[src/rtl/quad_stim_gen.sv]
// Quadrature / pushbutton stimulus generator: turns detent-step and press commands
// into registered A/B Gray-code waveforms and a PB level, tracking detent position.
//
//   state   | meaning
//   --------+---------------------------------------------------------------
//   IDLE    | A/B at 00 detent, PB inactive, ready for a step or a press
//   STEP    | driving the three non-detent quadrature phases
//   SETTLE  | back at 00 (the fourth phase), held PHASE_CYC cycles
//   PRESS   | PB active for PB_SHORT or PB_LONG cycles
//   RELEASE | PB inactive debounce gap of PHASE_CYC cycles
module quad_stim_gen #(
    parameter int   PHASE_CYC = 16,
    parameter int   PB_SHORT  = 64,
    parameter int   PB_LONG   = 512,
    parameter logic PB_ACT    = 1'b1,
    parameter int   TMR_W     = 10
) (
    input  logic       clk,
    input  logic       rstn,
    input  logic       step_valid,
    input  logic       step_dir,
    output logic       step_ready,
    input  logic       pb_valid,
    input  logic       pb_long,
    output logic       pb_ready,
    output logic       A,
    output logic       B,
    output logic       PB,
    output logic       busy,
    output logic [3:0] pos
);

    typedef enum logic [2:0] {
        IDLE    = 3'd0,
        STEP    = 3'd1,
        SETTLE  = 3'd2,
        PRESS   = 3'd3,
        RELEASE = 3'd4
    } state_t;

    localparam logic [TMR_W-1:0] PHASE_LD = TMR_W'(PHASE_CYC - 1);
    localparam logic [TMR_W-1:0] SHORT_LD = TMR_W'(PB_SHORT - 1);
    localparam logic [TMR_W-1:0] LONG_LD  = TMR_W'(PB_LONG - 1);
    localparam logic [TMR_W-1:0] TMR_ONE  = TMR_W'(1);

    state_t           state, state_nxt;
    logic [TMR_W-1:0] timer, timer_nxt;
    logic [1:0]       ph, ph_nxt;
    logic             dir, dir_nxt;
    logic             lng, lng_nxt;
    logic             a_nxt, b_nxt, pb_nxt;
    logic [3:0]       pos_nxt;

    always_ff @(posedge clk) begin
        if (!rstn) begin
            state <= IDLE;
            timer <= '0;
            ph    <= 2'd0;
            dir   <= 1'b0;
            lng   <= 1'b0;
            A     <= 1'b0;
            B     <= 1'b0;
            PB    <= ~PB_ACT;
            pos   <= 4'd0;
        end else begin
            state <= state_nxt;
            timer <= timer_nxt;
            ph    <= ph_nxt;
            dir   <= dir_nxt;
            lng   <= lng_nxt;
            A     <= a_nxt;
            B     <= b_nxt;
            PB    <= pb_nxt;
            pos   <= pos_nxt;
        end
    end

    always_comb begin
        state_nxt = state;
        timer_nxt = (timer != '0) ? timer - TMR_ONE : timer;
        ph_nxt    = ph;
        dir_nxt   = dir;
        lng_nxt   = lng;
        a_nxt     = A;
        b_nxt     = B;
        pb_nxt    = PB;
        pos_nxt   = pos;

        case (state)
            IDLE: begin
                a_nxt  = 1'b0;
                b_nxt  = 1'b0;
                pb_nxt = ~PB_ACT;
                // Timer is cleared on accept so the first phase launches on the next edge.
                if (step_valid) begin
                    state_nxt = STEP;
                    dir_nxt   = step_dir;
                    ph_nxt    = 2'd0;
                    timer_nxt = '0;
                end else if (pb_valid) begin
                    state_nxt = PRESS;
                    lng_nxt   = pb_long;
                    timer_nxt = '0;
                end
            end
            STEP: begin
                if (timer == '0) begin
                    timer_nxt = PHASE_LD;
                    ph_nxt    = ph + 2'd1;
                    case (ph)
                        2'd0: {a_nxt, b_nxt} = dir ? 2'b10 : 2'b01;
                        2'd1: {a_nxt, b_nxt} = 2'b11;
                        2'd2: {a_nxt, b_nxt} = dir ? 2'b01 : 2'b10;
                        default: begin
                            {a_nxt, b_nxt} = 2'b00;
                            pos_nxt        = dir ? pos + 4'd1 : pos - 4'd1;
                            state_nxt      = SETTLE;
                        end
                    endcase
                end
            end
            SETTLE: begin
                if (timer == '0) state_nxt = IDLE;
            end
            PRESS: begin
                // PB still inactive means this is the launch cycle of the press.
                if (PB != PB_ACT) begin
                    pb_nxt    = PB_ACT;
                    timer_nxt = lng ? LONG_LD : SHORT_LD;
                end else if (timer == '0) begin
                    pb_nxt    = ~PB_ACT;
                    state_nxt = RELEASE;
                    timer_nxt = PHASE_LD;
                end
            end
            RELEASE: begin
                if (timer == '0) state_nxt = IDLE;
            end
            default: state_nxt = IDLE;
        endcase
    end

    assign step_ready = (state == IDLE);
    assign pb_ready   = (state == IDLE) & ~step_valid;
    assign busy       = (state != IDLE);

endmodule

[config.mk]
export PLATFORM = sky130hd
export DESIGN_NAME = quad_stim_gen
export DESIGN_NICKNAME = d
export VERILOG_FILES = /design/src/rtl/quad_stim_gen.sv
export SDC_FILE = /design/constraint.sdc
export NUM_CORES = 1
export LEC_CHECK = 0
export ABC_AREA = 0
export ABC_CLOCK_PERIOD_IN_PS = 2400
export BUFFER_PORTS_ARGS = -buffer_cell sky130_fd_sc_hd__buf_2
export CORE_ASPECT_RATIO = 1.2
export CORE_MARGIN = 3
export CORE_UTILIZATION = 45
export DETAILED_ROUTE_END_ITERATION = 8
export PLACE_DENSITY = 0.69
export SLEW_MARGIN = 10
export SYNTH_ARGS = -nofsm -noshare
export SYNTH_HDL_FRONTEND = slang
export SYNTH_SLANG_ARGS = --single-unit
[constraint.sdc]
create_clock -name clk -period 2.4 [get_ports clk]
set_clock_uncertainty 0.1 [all_clocks]
set_input_delay 0.12 -clock clk [delete_from_list [all_inputs] [get_ports clk]]
set_output_delay 0.12 -clock clk [all_outputs]
set_load 0.01 [all_outputs]
### After elaboration in Yosys (flattened, before gate mapping)

Index checks and enable logic that the tools add are counted.

* bits in writable memories: 0
* output and inout port bits: 10
* register bits after elaboration: 24
* memories: 0
* bits of input ports: 6
* bits in read-only memories: 0
* logic and storage cells: 74
* bits in latches: 0

* $add $sub $neg: 4
* equal/unequal tests: 13
* $mul: 0
* multiplexer cells: 30
* div/mod/pow operators: 0
* shifts and indexed selects: 0
* bitwise gates (word level): 3
* reductions and logical operators: 15
* magnitude comparators: 0

Operators by type and width (count)
* $mux 10: 5
* $pmux 10 s3: 1
* $mux 3: 7
* $pmux 3 s4: 1
* $logic_not 10->1: 1
* $ne 2x2->1 const B: 5
* $reduce_bool 10->1: 1
* $sub 10x1->10 const B: 1
* $mux 9: 1
* $reduce_and 3->1: 3
* $mux 2: 4
* $eq 3x2->1 const B: 2
* $pmux 1 s2: 3
* $pmux 1 s3: 2
* $reduce_and 6->1: 1
* $add 4x1->4 const B: 1
* $mux 1: 4
* $mux 4: 1
* $pmux 2 s2: 1
* $reduce_and 2->1: 2
* $reduce_bool 2->1: 2
* $sub 4x1->4 const B: 1
* $eq 3x1->1 const B: 1
* $eq 3x3->1 const B: 1
* 12 further kinds: 13

### Longest topological paths before layout

Gate-level depths: netlist of run 1.

* depth in word-level cells: 5
* depth in mapped cells: 8
* mapped depth without buffers: 8

### Least setup slack after synthesis of run 1

OpenSTA, ideal clock, no wires.

* path type: register -> register
* from: reg dir
* to: reg pos[3]
* required time: 2176 ps
* period minus slack after synthesis: 1838 ps
* slack: 562 ps
* arrival time: 1614 ps
* path buffers: 0
* setup time: 124 ps
* cell stages (with the launch flop): 7
* path through: dfxtp_1 > inv_1 > ha_1 > a21o_1 > a21oi_1 > mux2i_1 > a2111o_1

* word-level cells in the longest chain between the ends: 1

RTL lines
* from (decl): line 49 `logic dir, dir_nxt;`
* from (signal assigned): line 69 `dir <= dir_nxt;`
* $mux 4: line 116 `pos_nxt = dir ? pos + 4'd1 : pos - 4'd1;`
* to (signal assigned): line 74 `pos <= pos_nxt;`
* to (decl): line 30 `output logic [3:0] pos`

No other way between the ends.
A chain may end at the register's enable or synchronous reset.

### Worst setup path after layout of run 1

* from: reg timer[7]
* to: reg timer[0]

* word-level cells in the longest chain between the ends: 5
* elaborated cells on any way between the ends: 8
* classes of those cells: mux (6); reduce/logical (2)

RTL lines
* from (decl): line 47 `logic [TMR_W-1:0] timer, timer_nxt;`
* from (signal assigned): line 67 `timer <= timer_nxt;`
* $reduce_bool 10->1: line 80 `timer_nxt = (timer != '0) ? timer - TMR_ONE : timer;`
* $mux 10: line 80
* $mux 10 (on tied branches): line 107, 130, 100
* $mux 10 (on tied branches): line 127, 95
* $pmux 10 s3 (*): line 89 `case (state)`

Mark *: on every way between the ends. The rest lies on a longest branch, timed or not.

==> results of run 1 <==
[kinds of logic after synthesis]
group	share of synthesized area
multiplexers	0.0635
AO/OA/AOI/OAI	0.216
XOR/XNOR	0.0163
flip-flops	0.297
adder cells (fa/ha/maj)	0.0820
buffers and inverters	0.0658
AND/OR/NAND/NOR	0.259
[layer usage]
layer  wire length (um)  global-route usage
met4                 30              0.0506
met5                  0                   0
met3                141              0.0234
met2               1690               0.294
met1               1590               0.225
[state kept, by name, indices dropped and copies added, names as in the netlist]
register and flops:
lng 1, ph 2, pos 4, A 1, PB 1, timer 10
B 1, state 3, dir 1
[stage by stage]
step	cells	power (mW)	area (um2)	setup slack [ps]	hold slack, ps
after CTS	239	2.33	1740	423	21.4
final	239	2.32	1740	405	18.2
after global placement	235	2.08	1690	464	288
after floorplan	189	1.83	1620	562	167
after detailed placement	235	2.09	1690	429	284
after global routing	239	2.52	1740	242	31.6
[worst max-delay path by stage]
stage	startpoint	end	slack, ps	depth (start not counted)
6_report	timer[7]$_SDFF_PN0_	timer[0]$_SDFF_PN0_	400	6
5_1_grt	state[1]$_SDFFE_PN0P_	timer[8]$_SDFF_PN0_	240	4
4_1_cts	dir$_SDFFE_PN0P_	pos[3]$_SDFFE_PN0P_	420	6
3_5_place_dp	timer[7]$_SDFF_PN0_	timer[0]$_SDFF_PN0_	430	6
3_3_place_gp	state[1]$_SDFFE_PN0P_	timer[8]$_SDFF_PN0_	460	4
2_1_floorplan	dir$_SDFFE_PN0P_	pos[3]$_SDFFE_PN0P_	560	6
[power breakdown]
part           leakage [nW]  switching, mW  total [mW]  internal (mW)
Combinational         0.515          0.763        1.41          0.644
Clock                0.0216          0.127       0.239          0.112
Sequential            0.196          0.169       0.674          0.505
[placed cells by master (no fill, tap or decap), types with 2 or more instances in the layout]
master                     instances
sky130_fd_sc_hd__nor2_1           14
sky130_fd_sc_hd__ha_1              9
sky130_fd_sc_hd__or3_1             3
sky130_fd_sc_hd__o211ai_1          4
sky130_fd_sc_hd__o21ai_0          10
sky130_fd_sc_hd__nor2b_1           2
sky130_fd_sc_hd__xor2_1            3
sky130_fd_sc_hd__clkbuf_8          3
sky130_fd_sc_hd__nand3_1          12
sky130_fd_sc_hd__a21oi_1          17
sky130_fd_sc_hd__nor4_1            3
sky130_fd_sc_hd__nor3_1            5
sky130_fd_sc_hd__or4_4             2
sky130_fd_sc_hd__nand2_1          15
sky130_fd_sc_hd__buf_2            15
sky130_fd_sc_hd__buf_4             3
sky130_fd_sc_hd__nand2b_1          4
sky130_fd_sc_hd__nor4bb_1          2
sky130_fd_sc_hd__mux2i_1           8
sky130_fd_sc_hd__mux2_2            2
sky130_fd_sc_hd__dfxtp_1          24
sky130_fd_sc_hd__inv_1             9
sky130_fd_sc_hd__o22ai_1           2
[what timing repair did]
action	CTS	global route
endpoints found under the hold margin	1	0
hold buffers	1	0
resized for setup	0	0
[final cells by class]
| cell class | instances | area [um2] | share of cell area |
|---|---|---|---|
| repair buffers | 19 | 108 | 0.0617 |
| well taps | 37 | 46.3 | 0.0266 |
| inverters | 10 | 37.5 | 0.0215 |
| multi-input cells | 146 | 1030 | 0.591 |
| flip-flops and latches | 24 | 480 | 0.276 |
| clock buffers | 3 | 41.3 | 0.0237 |
[critical path, cell delays in order (launching register included)]
cell                      delay, ps
sky130_fd_sc_hd__dfxtp_1        340
sky130_fd_sc_hd__nor4_1         530
sky130_fd_sc_hd__and3_4         350
sky130_fd_sc_hd__inv_2          100
sky130_fd_sc_hd__ha_1           280
sky130_fd_sc_hd__a21oi_1        120
sky130_fd_sc_hd__nor2_1          50
==> key figures, run 1 <==
Run status
  • Status: completed

Global routing
  • Total global routing overflow: 0
  • Total routing usage reported by global routing: 0.173
  • Global-route wire length before repair: 5.89 mm
  • Initial antenna violation count: 0
  • Via count of the first global-routing pass: 1289
  • Maximum number of pins on one net before global-route repair: 24

STA
  • Slew at the pin with the worst max-slew slack: 620 ps
  • Number of setup violations in the final report: 0
  • RSZ-0062 raised after global routing: false
  • Remaining max-slew budget at the tightest pin: 0.582
  • Final number of hold-violating endpoints: 0
  • Timing-limited maximum frequency: 501 MHz
  • Pins over their slew limit: 0
  • Summed negative setup slack over all endpoints: 0 ps
  • Fin crit share: 0.831
  • Post-layout minimum cycle time: 2000 ps

Hold path
  • Worst min-delay path endpoint: dir$_SDFFE_PN0P_
  • Tightest Hold Check Type: input pin to flip-flop
  • Cell count of the worst hold path: 3
  • Min-Delay Startpoint: step_dir

Setup path
  • Setup crit end kind: flip-flop
  • Critical register-to-register path endpoint: timer[0]$_SDFF_PN0_
  • Startpoint class of the critical path: flip-flop
  • Source of the worst register-to-register timing path: timer[7]$_SDFF_PN0_
  • Critical Path RT: 2450 ps
  • Maximum fanout count along the critical path: 11
  • Critical setup path kind: flip-flop to flip-flop
  • Worst setup slack for register-to-register paths: 400 ps
  • Worst Reg-to-Reg Cells: 6
  • Arrival time reported for the critical path endpoint: 2050 ps

CTS
  • TritonCTS Buffers: 3
  • Clock tree from TritonCTS: built
  • H-tree depth: 1
  • Clock-pin slew reported for the worst setup and hold paths after clock tree synthesis: 80 ps
  • Clock sink total: 24
  • Clk Latency, worst-skew pair: 270 ps
  • Master cell of the clock root buffer: sky130_fd_sc_hd__clkbuf_8
  • Count of buffers added by post-CTS timing repair for setup: 0
  • Number of buffers between clock root and the deepest sink: 2

Detailed routing
  • Drt first pass iters: 5
  • Routed wire length per instance: 14.4 um
  • Routed wire length: 3.45 mm
  • Remaining antenna violation count: 0
  • Drt drc: 0
  • Vias per cell: 5.82
  • Total via count in the routed design: 1390
  • Initial drt markers: 21

Placement
  • Global placement routability congestion: 0.821
  • HPWL after DPL: 2.52 mm
  • PortBufs: 15

Synth
  • Number of enable-type register cells in the synthesized netlist: 0
  • Async set-or-reset flop fraction in the synthesized netlist: 0
  • Top cells by area, synth: sky130_fd_sc_hd__dfxtp_1 (30%), sky130_fd_sc_hd__ha_1 (7.0%), sky130_fd_sc_hd__a21oi_1 (5.3%)
  • Flip-flop and latch count after synthesis: 24
  • Number of distinct standard cells referenced by the synthesized netlist: 54
  • Proportion of synthesized chip area in sequential cells: 0.297
  • Synthesized netlist cell count: 189
  • Post-synth design cell area: 1620 um2
  • Area leader, netlist: sky130_fd_sc_hd__dfxtp_1
  • Net count of the mapped netlist: 205
  • Commonest cells in the netlist: sky130_fd_sc_hd__dfxtp_1 (24), sky130_fd_sc_hd__a21oi_1 (17), sky130_fd_sc_hd__nand2_1 (15)
  • Top-area cell type share of the netlist area: 0.297
  • Mean instance size in the synthesized netlist: 8.55 um2
  • Yosys Warn Count: 0
  • Most frequently used cell type in the post-synthesis netlist: sky130_fd_sc_hd__dfxtp_1
  • Primary FF master, synth: sky130_fd_sc_hd__dfxtp_1

Pwr
  • Static power due to leakage: 0.732 nW
  • Largest voltage drop on the vdd net: 0.000693 V
  • Total power per unit cell area: 1330 nW/um2

Die
  • Die W: 60.7 um
  • Die Y: 71.7 um
  • Initial Utilization: 0.476
  • Num rows: 23
  • Die area: 4350 um2
  • Ports placed on the boundary: 16
  • Core outline area: 3400 um2

Final layout
  • Final core utilization: 0.513
  • Fill cell count: 344
  • Net total in the final layout: 220
  • Fraction of layout instances using a drive strength above 1: 0.173
  • Growth of design area from synthesis to finish: 7.82%
  • Number of antenna cells inserted: 0

Job
  • Max-cap violation count: 0
Power figures use the tool's default switching activity.
==> inputs of run 2 (changes only) <==
Settings changed: ABC_AREA 0 to 1, ABC_CLOCK_PERIOD_IN_PS 2400 to 1700, PLACE_DENSITY 0.69 to 0.72.
Clock period 2.4 ns to 1.7 ns, I/O delays scaled along.
==> key figures, run 2 <==
Run status
  • Status: completed

Final layout
  • Number of flip-flops under the largest register name: 10
  • Number of antenna cells inserted: 0
  • Biggest register: timer
  • Fill cell count: 344
  • Multi-input gate area: 1010 um2
  • Biggest regs: timer (10), pos (4), state (3)
  • Sequential cell area: 483 um2
  • Net total in the final layout: 283
  • Fin area: 1880 um2
  • Fraction of layout instances using a drive strength above 1: 0.237
  • Highest-count cells in the layout ignoring fill and taps: sky130_fd_sc_hd__nand2_1 (57), sky130_fd_sc_hd__inv_1 (27), sky130_fd_sc_hd__nor2_1 (26)
  • Growth of design area from synthesis to finish: 16.4%
  • Most common cell after layout, fill and taps aside: sky130_fd_sc_hd__nand2_1

Setup path
  • Worst Reg-to-Reg Cells: 10
  • Series of cell instances along the critical path: inv_2, ha_2, nand2_1, nor2_2, nand2_2, ha_4, inv_1, nor2_1, o21ai_1, inv_1
  • Source of the worst register-to-register timing path: timer[1]$_SDFF_PN0_
  • Arrival time reported for the critical path endpoint: 1730 ps
  • Critical Path RT: 1820 ps
  • CP bufs+invs: 3
  • Slowest Stage Delay on Critical Path: 340 ps
  • Critical register-to-register path endpoint: timer[0]$_SDFF_PN0_
  • Worst setup slack for register-to-register paths: 90 ps
  • Most prevalent standard cell on the critical path: sky130_fd_sc_hd__inv_1
  • Critical setup path kind: flip-flop to flip-flop
  • Startpoint class of the critical path: flip-flop
  • Worst-path cell with the longest stage delay: sky130_fd_sc_hd__dfxtp_2
  • Top Family by Delay on Critical Path: adder cells
  • Setup crit end kind: flip-flop
  • Maximum fanout count along the critical path: 5

Detailed routing
  • Routed wire length: 3.58 mm
  • Drt drc: 0
  • Total via count in the routed design: 1524
  • Remaining antenna violation count: 0
  • Initial drt markers: 32
  • Routed wire length per instance: 11.8 um
  • Vias per cell: 5.03
  • Drt first pass iters: 4

CTS
  • H-tree depth: 1
  • Clock-pin slew reported for the worst setup and hold paths after clock tree synthesis: 90 ps
  • Number of buffers between clock root and the deepest sink: 2
  • TritonCTS Buffers: 3
  • Clock tree from TritonCTS: built
  • Clk Latency, worst-skew pair: 270 ps
  • Master cell of the clock root buffer: sky130_fd_sc_hd__clkbuf_8
  • Clock sink total: 24

Die
  • Core outline area: 3400 um2
  • Die W: 60.7 um
  • Die area: 4340 um2
  • Die Y: 71.6 um
  • Ports placed on the boundary: 16
  • Initial Utilization: 0.475
  • Num rows: 23

Synth
  • Net count of the mapped netlist: 258
  • Top-area cell type share of the netlist area: 0.298
  • Number of enable-type register cells in the synthesized netlist: 0
  • Number of distinct standard cells referenced by the synthesized netlist: 27
  • Mean instance size in the synthesized netlist: 6.66 um2
  • Proportion of synthesized chip area in sequential cells: 0.298
  • Flip-flop and latch count after synthesis: 24
  • Synthesized netlist cell count: 242
  • Area leader, netlist: sky130_fd_sc_hd__dfxtp_1
  • Post-synth design cell area: 1610 um2
  • Commonest cells in the netlist: sky130_fd_sc_hd__nand2_1 (57), sky130_fd_sc_hd__inv_1 (28), sky130_fd_sc_hd__nor2_1 (27)
  • Primary FF master, synth: sky130_fd_sc_hd__dfxtp_1
  • Yosys Warn Count: 0
  • Top cells by area, synth: sky130_fd_sc_hd__dfxtp_1 (30%), sky130_fd_sc_hd__nand2_1 (13%), sky130_fd_sc_hd__ha_1 (7.0%)
  • Most frequently used cell type in the post-synthesis netlist: sky130_fd_sc_hd__nand2_1
  • Async set-or-reset flop fraction in the synthesized netlist: 0

STA
  • Pins over their slew limit: 0
  • Number of setup violations in the final report: 0
  • Fin crit share: 0.946
  • Timing-limited maximum frequency: 622 MHz
  • Slew at the pin with the worst max-slew slack: 362 ps
  • Final number of hold-violating endpoints: 0
  • Remaining max-slew budget at the tightest pin: 0.759
  • Post-Route Hold Slack: 8.34 ps
  • Post-layout minimum cycle time: 1610 ps

Pwr
  • Static power due to leakage: 0.926 nW
  • Largest voltage drop on the vdd net: 0.00108 V
  • Total power per unit cell area: 2090 nW/um2

Placement
  • Global placement routability congestion: 0.782
  • Placed Instance Area: 1740 um2
  • HPWL after DPL: 2.73 mm
  • PortBufs: 15

Global routing
  • Initial antenna violation count: 0
  • Maximum number of pins on one net before global-route repair: 15
  • Total global routing overflow: 0
  • Via count of the first global-routing pass: 1479
  • Global-route wire length before repair: 6.19 mm
  • Total routing usage reported by global routing: 0.184

Job
  • Max-cap violation count: 0

Hold path
  • Cell count of the worst hold path: 3
  • Worst min-delay path endpoint: dir$_SDFFE_PN0P_
  • Tightest Hold Check Type: input pin to flip-flop
  • Min-Delay Startpoint: step_valid
## run 2: changes by cell type in the layout (fill, tap and decap cells not counted), moves of 5 or more
cell,delta
sky130_fd_sc_hd__inv_1,+18
sky130_fd_sc_hd__nor2_2,+7
sky130_fd_sc_hd__nand2_2,+6
sky130_fd_sc_hd__nor2_1,+12
sky130_fd_sc_hd__mux2i_1,-8
sky130_fd_sc_hd__a21oi_1,+5
sky130_fd_sc_hd__nand3_1,+5
sky130_fd_sc_hd__nand2_1,+42
sky130_fd_sc_hd__inv_2,+10
## run 2: worst max path at each step
| stage | end | cells past startpoint | from | slack (ps) |
|---|---|---|---|---|
| 6_report | timer[0]$_SDFF_PN0_ | 10 | timer[1]$_SDFF_PN0_ | 90 |
| 2_1_floorplan | timer[0]$_SDFF_PN0_ | 11 | timer[0]$_SDFF_PN0_ | 70 |
| 3_3_place_gp | A$_SDFFE_PN0P_ | 9 | timer[1]$_SDFF_PN0_ | 140 |
| 4_1_cts | timer[0]$_SDFF_PN0_ | 10 | timer[1]$_SDFF_PN0_ | 60 |
| 3_5_place_dp | timer[0]$_SDFF_PN0_ | 10 | timer[1]$_SDFF_PN0_ | 80 |
| 5_1_grt | timer[0]$_SDFF_PN0_ | 10 | timer[1]$_SDFF_PN0_ | -40 |
## run 2: repair_timing
item	CTS	global route
endpoints found under the hold margin	2	0
setup endpoints to repair	0	10
hold buffers	3	0
buffers inserted	0	2
gates resized for setup	0	8
## run 2: per-stage QoR
step | TNS, ps | setup WS (ps) | power (mW) | cells | util
after floorplan | 0 | 73.6 | 2.88 | 242 | -
after global placement | 0 | 136 | 3.33 | 294 | 0.511
after detailed placement | 0 | 77.5 | 3.37 | 294 | 0.511
after CTS | 0 | 61.1 | 3.79 | 301 | 0.536
after global routing | -61.0 | -39.5 | 4.37 | 303 | 0.553
final | 0 | 92.0 | 3.93 | 303 | 0.553
## run 2: where the power goes
| part | switching [mW] | leakage [nW] | internal [mW] |
|---|---|---|---|
| sequential | 0.173 | 0.197 | 0.753 |
| clock | 0.190 | 0.0288 | 0.207 |
| combinational | 1.65 | 0.700 | 0.960 |
## run 2: routing by layer
| metal | global-route usage | wire (um) |
|---|---|---|
| met2 | 0.322 | 1900 |
| met3 | 0.0306 | 101 |
| met5 | 0 | 0 |
| met1 | 0.217 | 1530 |
| met4 | 0.0747 | 48 |
## run 2: final cells by class
type                       instances  area share
clock buffer                       4      0.0293
timing repair buffer              23      0.0760
multi-input combinational        177       0.537
inverter                          38      0.0760
tap                               37      0.0247
sequential                        24       0.257
## run 2: worst reg2reg max path, cell delays in order (launching register included)
cell and delay (ps):
sky130_fd_sc_hd__dfxtp_2 340, sky130_fd_sc_hd__inv_2 60, sky130_fd_sc_hd__ha_2 180, sky130_fd_sc_hd__nand2_1 70, sky130_fd_sc_hd__nor2_2 110, sky130_fd_sc_hd__nand2_2 120
sky130_fd_sc_hd__ha_4 280, sky130_fd_sc_hd__inv_1 30, sky130_fd_sc_hd__nor2_1 110, sky130_fd_sc_hd__o21ai_1 80, sky130_fd_sc_hd__inv_1 60
## run 2: cell families after synthesis
group                    Yosys count  synth area share
AO/OA/AOI/OAI                     36             0.118
XOR/XNOR                           5            0.0272
adder cells (fa/ha/maj)           10            0.0822
buffers and inverters             41             0.101
flip-flops                        24             0.298
AND/OR/NAND/NOR                  126             0.374
==> inputs of run 3 (changes only) <==
Settings changed: PLACE_DENSITY 0.72 to 0.74.
==> key figures, run 3 (synthesized netlist as in run 2, its figures left out) <==
Run status
  • Status: completed

Final layout
  • Number of flip-flops under the largest register name: 10
  • Biggest regs: timer (10), pos (4), state (3)
  • Most common cell after layout, fill and taps aside: sky130_fd_sc_hd__nand2_1
  • Fin area: 1900 um2
  • Final core utilization: 0.559
  • Growth of design area from synthesis to finish: 17.7%
  • Net total in the final layout: 283
  • Fraction of layout instances using a drive strength above 1: 0.244
  • Biggest register: timer
  • Number of antenna cells inserted: 0
  • Highest-count cells in the layout ignoring fill and taps: sky130_fd_sc_hd__nand2_1 (57), sky130_fd_sc_hd__inv_1 (27), sky130_fd_sc_hd__nor2_1 (24)

Setup path
  • Startpoint class of the critical path: flip-flop
  • Top Family by Delay on Critical Path: simple AND/OR/NAND/NOR gates
  • Series of cell instances along the critical path: inv_1, ha_2, nand2_1, nor2_2, nand2_2, buf_4, nand2_4, nand3_4, nand2_1, nand2_1, nor2_2
  • Setup crit end kind: flip-flop
  • Slowest Stage Delay on Critical Path: 330 ps
  • Most prevalent standard cell on the critical path: sky130_fd_sc_hd__nand2_1
  • Startpoint of the most critical setup path: timer[0]$_SDFF_PN0_
  • Critical setup path kind: flip-flop to flip-flop
  • Source of the worst register-to-register timing path: timer[0]$_SDFF_PN0_
  • CP bufs+invs: 2
  • Arrival time reported for the critical path endpoint: 1700 ps
  • Worst-path cell with the longest stage delay: sky130_fd_sc_hd__dfxtp_2
  • Maximum fanout count along the critical path: 5
  • Critical Path RT: 1820 ps

Die
  • Initial Utilization: 0.475
  • Die W: 60.7 um
  • Core outline area: 3400 um2
  • Ports placed on the boundary: 16
  • Die area: 4340 um2
  • Num rows: 23
  • Die Y: 71.6 um

STA
  • Remaining max-slew budget at the tightest pin: 0.764
  • Slew at the pin with the worst max-slew slack: 354 ps
  • Fin crit share: 0.933
  • Number of setup violations in the final report: 0
  • Pins over their slew limit: 0
  • Timing-limited maximum frequency: 631 MHz
  • Crit path setup slack, layout: 114 ps
  • Final number of hold-violating endpoints: 0
  • Post-layout minimum cycle time: 1590 ps
  • Post-Route Hold Slack: 23.5 ps
  • Summed negative setup slack over all endpoints: 0 ps

Placement
  • PortBufs: 15
  • HPWL after DPL: 2.67 mm
  • Placed Instance Area: 1740 um2
  • Global placement routability congestion: 0.788
  • Worst slack after detailed placement: 79.7 ps

Hold path
  • Tightest Hold Check Type: input pin to flip-flop
  • Min-Delay Startpoint: step_valid

Global routing
  • Total routing usage reported by global routing: 0.179
  • Via count of the first global-routing pass: 1429
  • Maximum number of pins on one net before global-route repair: 15
  • Total global routing overflow: 0
  • Global-route wire length before repair: 6.05 mm
  • Initial antenna violation count: 0

CTS
  • Clk Latency, worst-skew pair: 270 ps
  • Master cell of the clock root buffer: sky130_fd_sc_hd__clkbuf_8
  • H-tree depth: 1
  • Clock sink total: 24
  • Number of buffers between clock root and the deepest sink: 2
  • TritonCTS Buffers: 3
  • Clock tree from TritonCTS: built
  • Clock-pin slew reported for the worst setup and hold paths after clock tree synthesis: 90 ps

Detailed routing
  • Drt drc: 0
  • Drt first pass iters: 5
  • Total via count in the routed design: 1513
  • Vias per cell: 4.99
  • Routed wire length: 3.59 mm
  • Initial drt markers: 64
  • Remaining antenna violation count: 0
  • Routed wire length per instance: 11.8 um

Job
  • Max-cap violation count: 0

Pwr
  • Total power per unit cell area: 2150 nW/um2
  • Static power due to leakage: 0.933 nW
  • Largest voltage drop on the vdd net: 0.00153 V
==> run 3: stage by stage <==
stage / power [mW] / std cells
2_1_floorplan: 2.88 / 242
3_3_place_gp: 3.33 / 294
3_5_place_dp: 3.36 / 294
4_1_cts: 3.89 / 301
5_1_grt: 4.50 / 303
6_report: 4.08 / 303
==> run 3: path summary, 6_finish.rpt <==
kind	endpoint	slack, ps	depth (start not counted)
hold / removal	dir$_SDFFE_PN0P_	20	3
hold reg to reg	pos[3]$_SDFFE_PN0P_	410	2
setup / recovery	state[0]$_SDFFE_PN0P_	110	11
setup reg to reg	state[0]$_SDFFE_PN0P_	110	11
==> run 3: what timing repair did <==
action	CTS	global route
endpoints found under the hold margin	2	0
setup buffers	0	2
hold buffers	3	0
gates resized for setup	0	10
setup endpoints to repair	0	10
==> run 3: metal layers <==
layer / part of all wire / vias to the layer above / global-route usage
met4: 0.012 / 0 / 0.0578
met2: 0.53 / 23 / 0.323
met1: 0.43 / 679 / 0.214
met3: 0.031 / 5 / 0.0180
li1: - / 806 / -
met5: 0 / - / 0
==> run 3: tightest hold or removal path: cells and delay by family <==
family / cells / cell delay [ps]
and+or+nand+nor: 1 / 80
AOI/OAI and AO/OA: 1 / 60
buffers and inverters: 1 / 120
==> run 3: report_power, final <==
group	total [mW]	internal [mW]	switching (mW)
Combinational	2.65	0.975	1.67
Sequential	0.923	0.753	0.170
Clock	0.506	0.315	0.191
==> run 3: cell type report <==
class	instances	area (um2)
Tap cell	37	46.3
Fill cell	320	1500
Clock buffer	3	41.3
Timing Repair Buffer	23	143
Inverter	38	143
Clock inverter	1	30.0
Multi-Input combinational cell	177	1010
Sequential cell	24	483
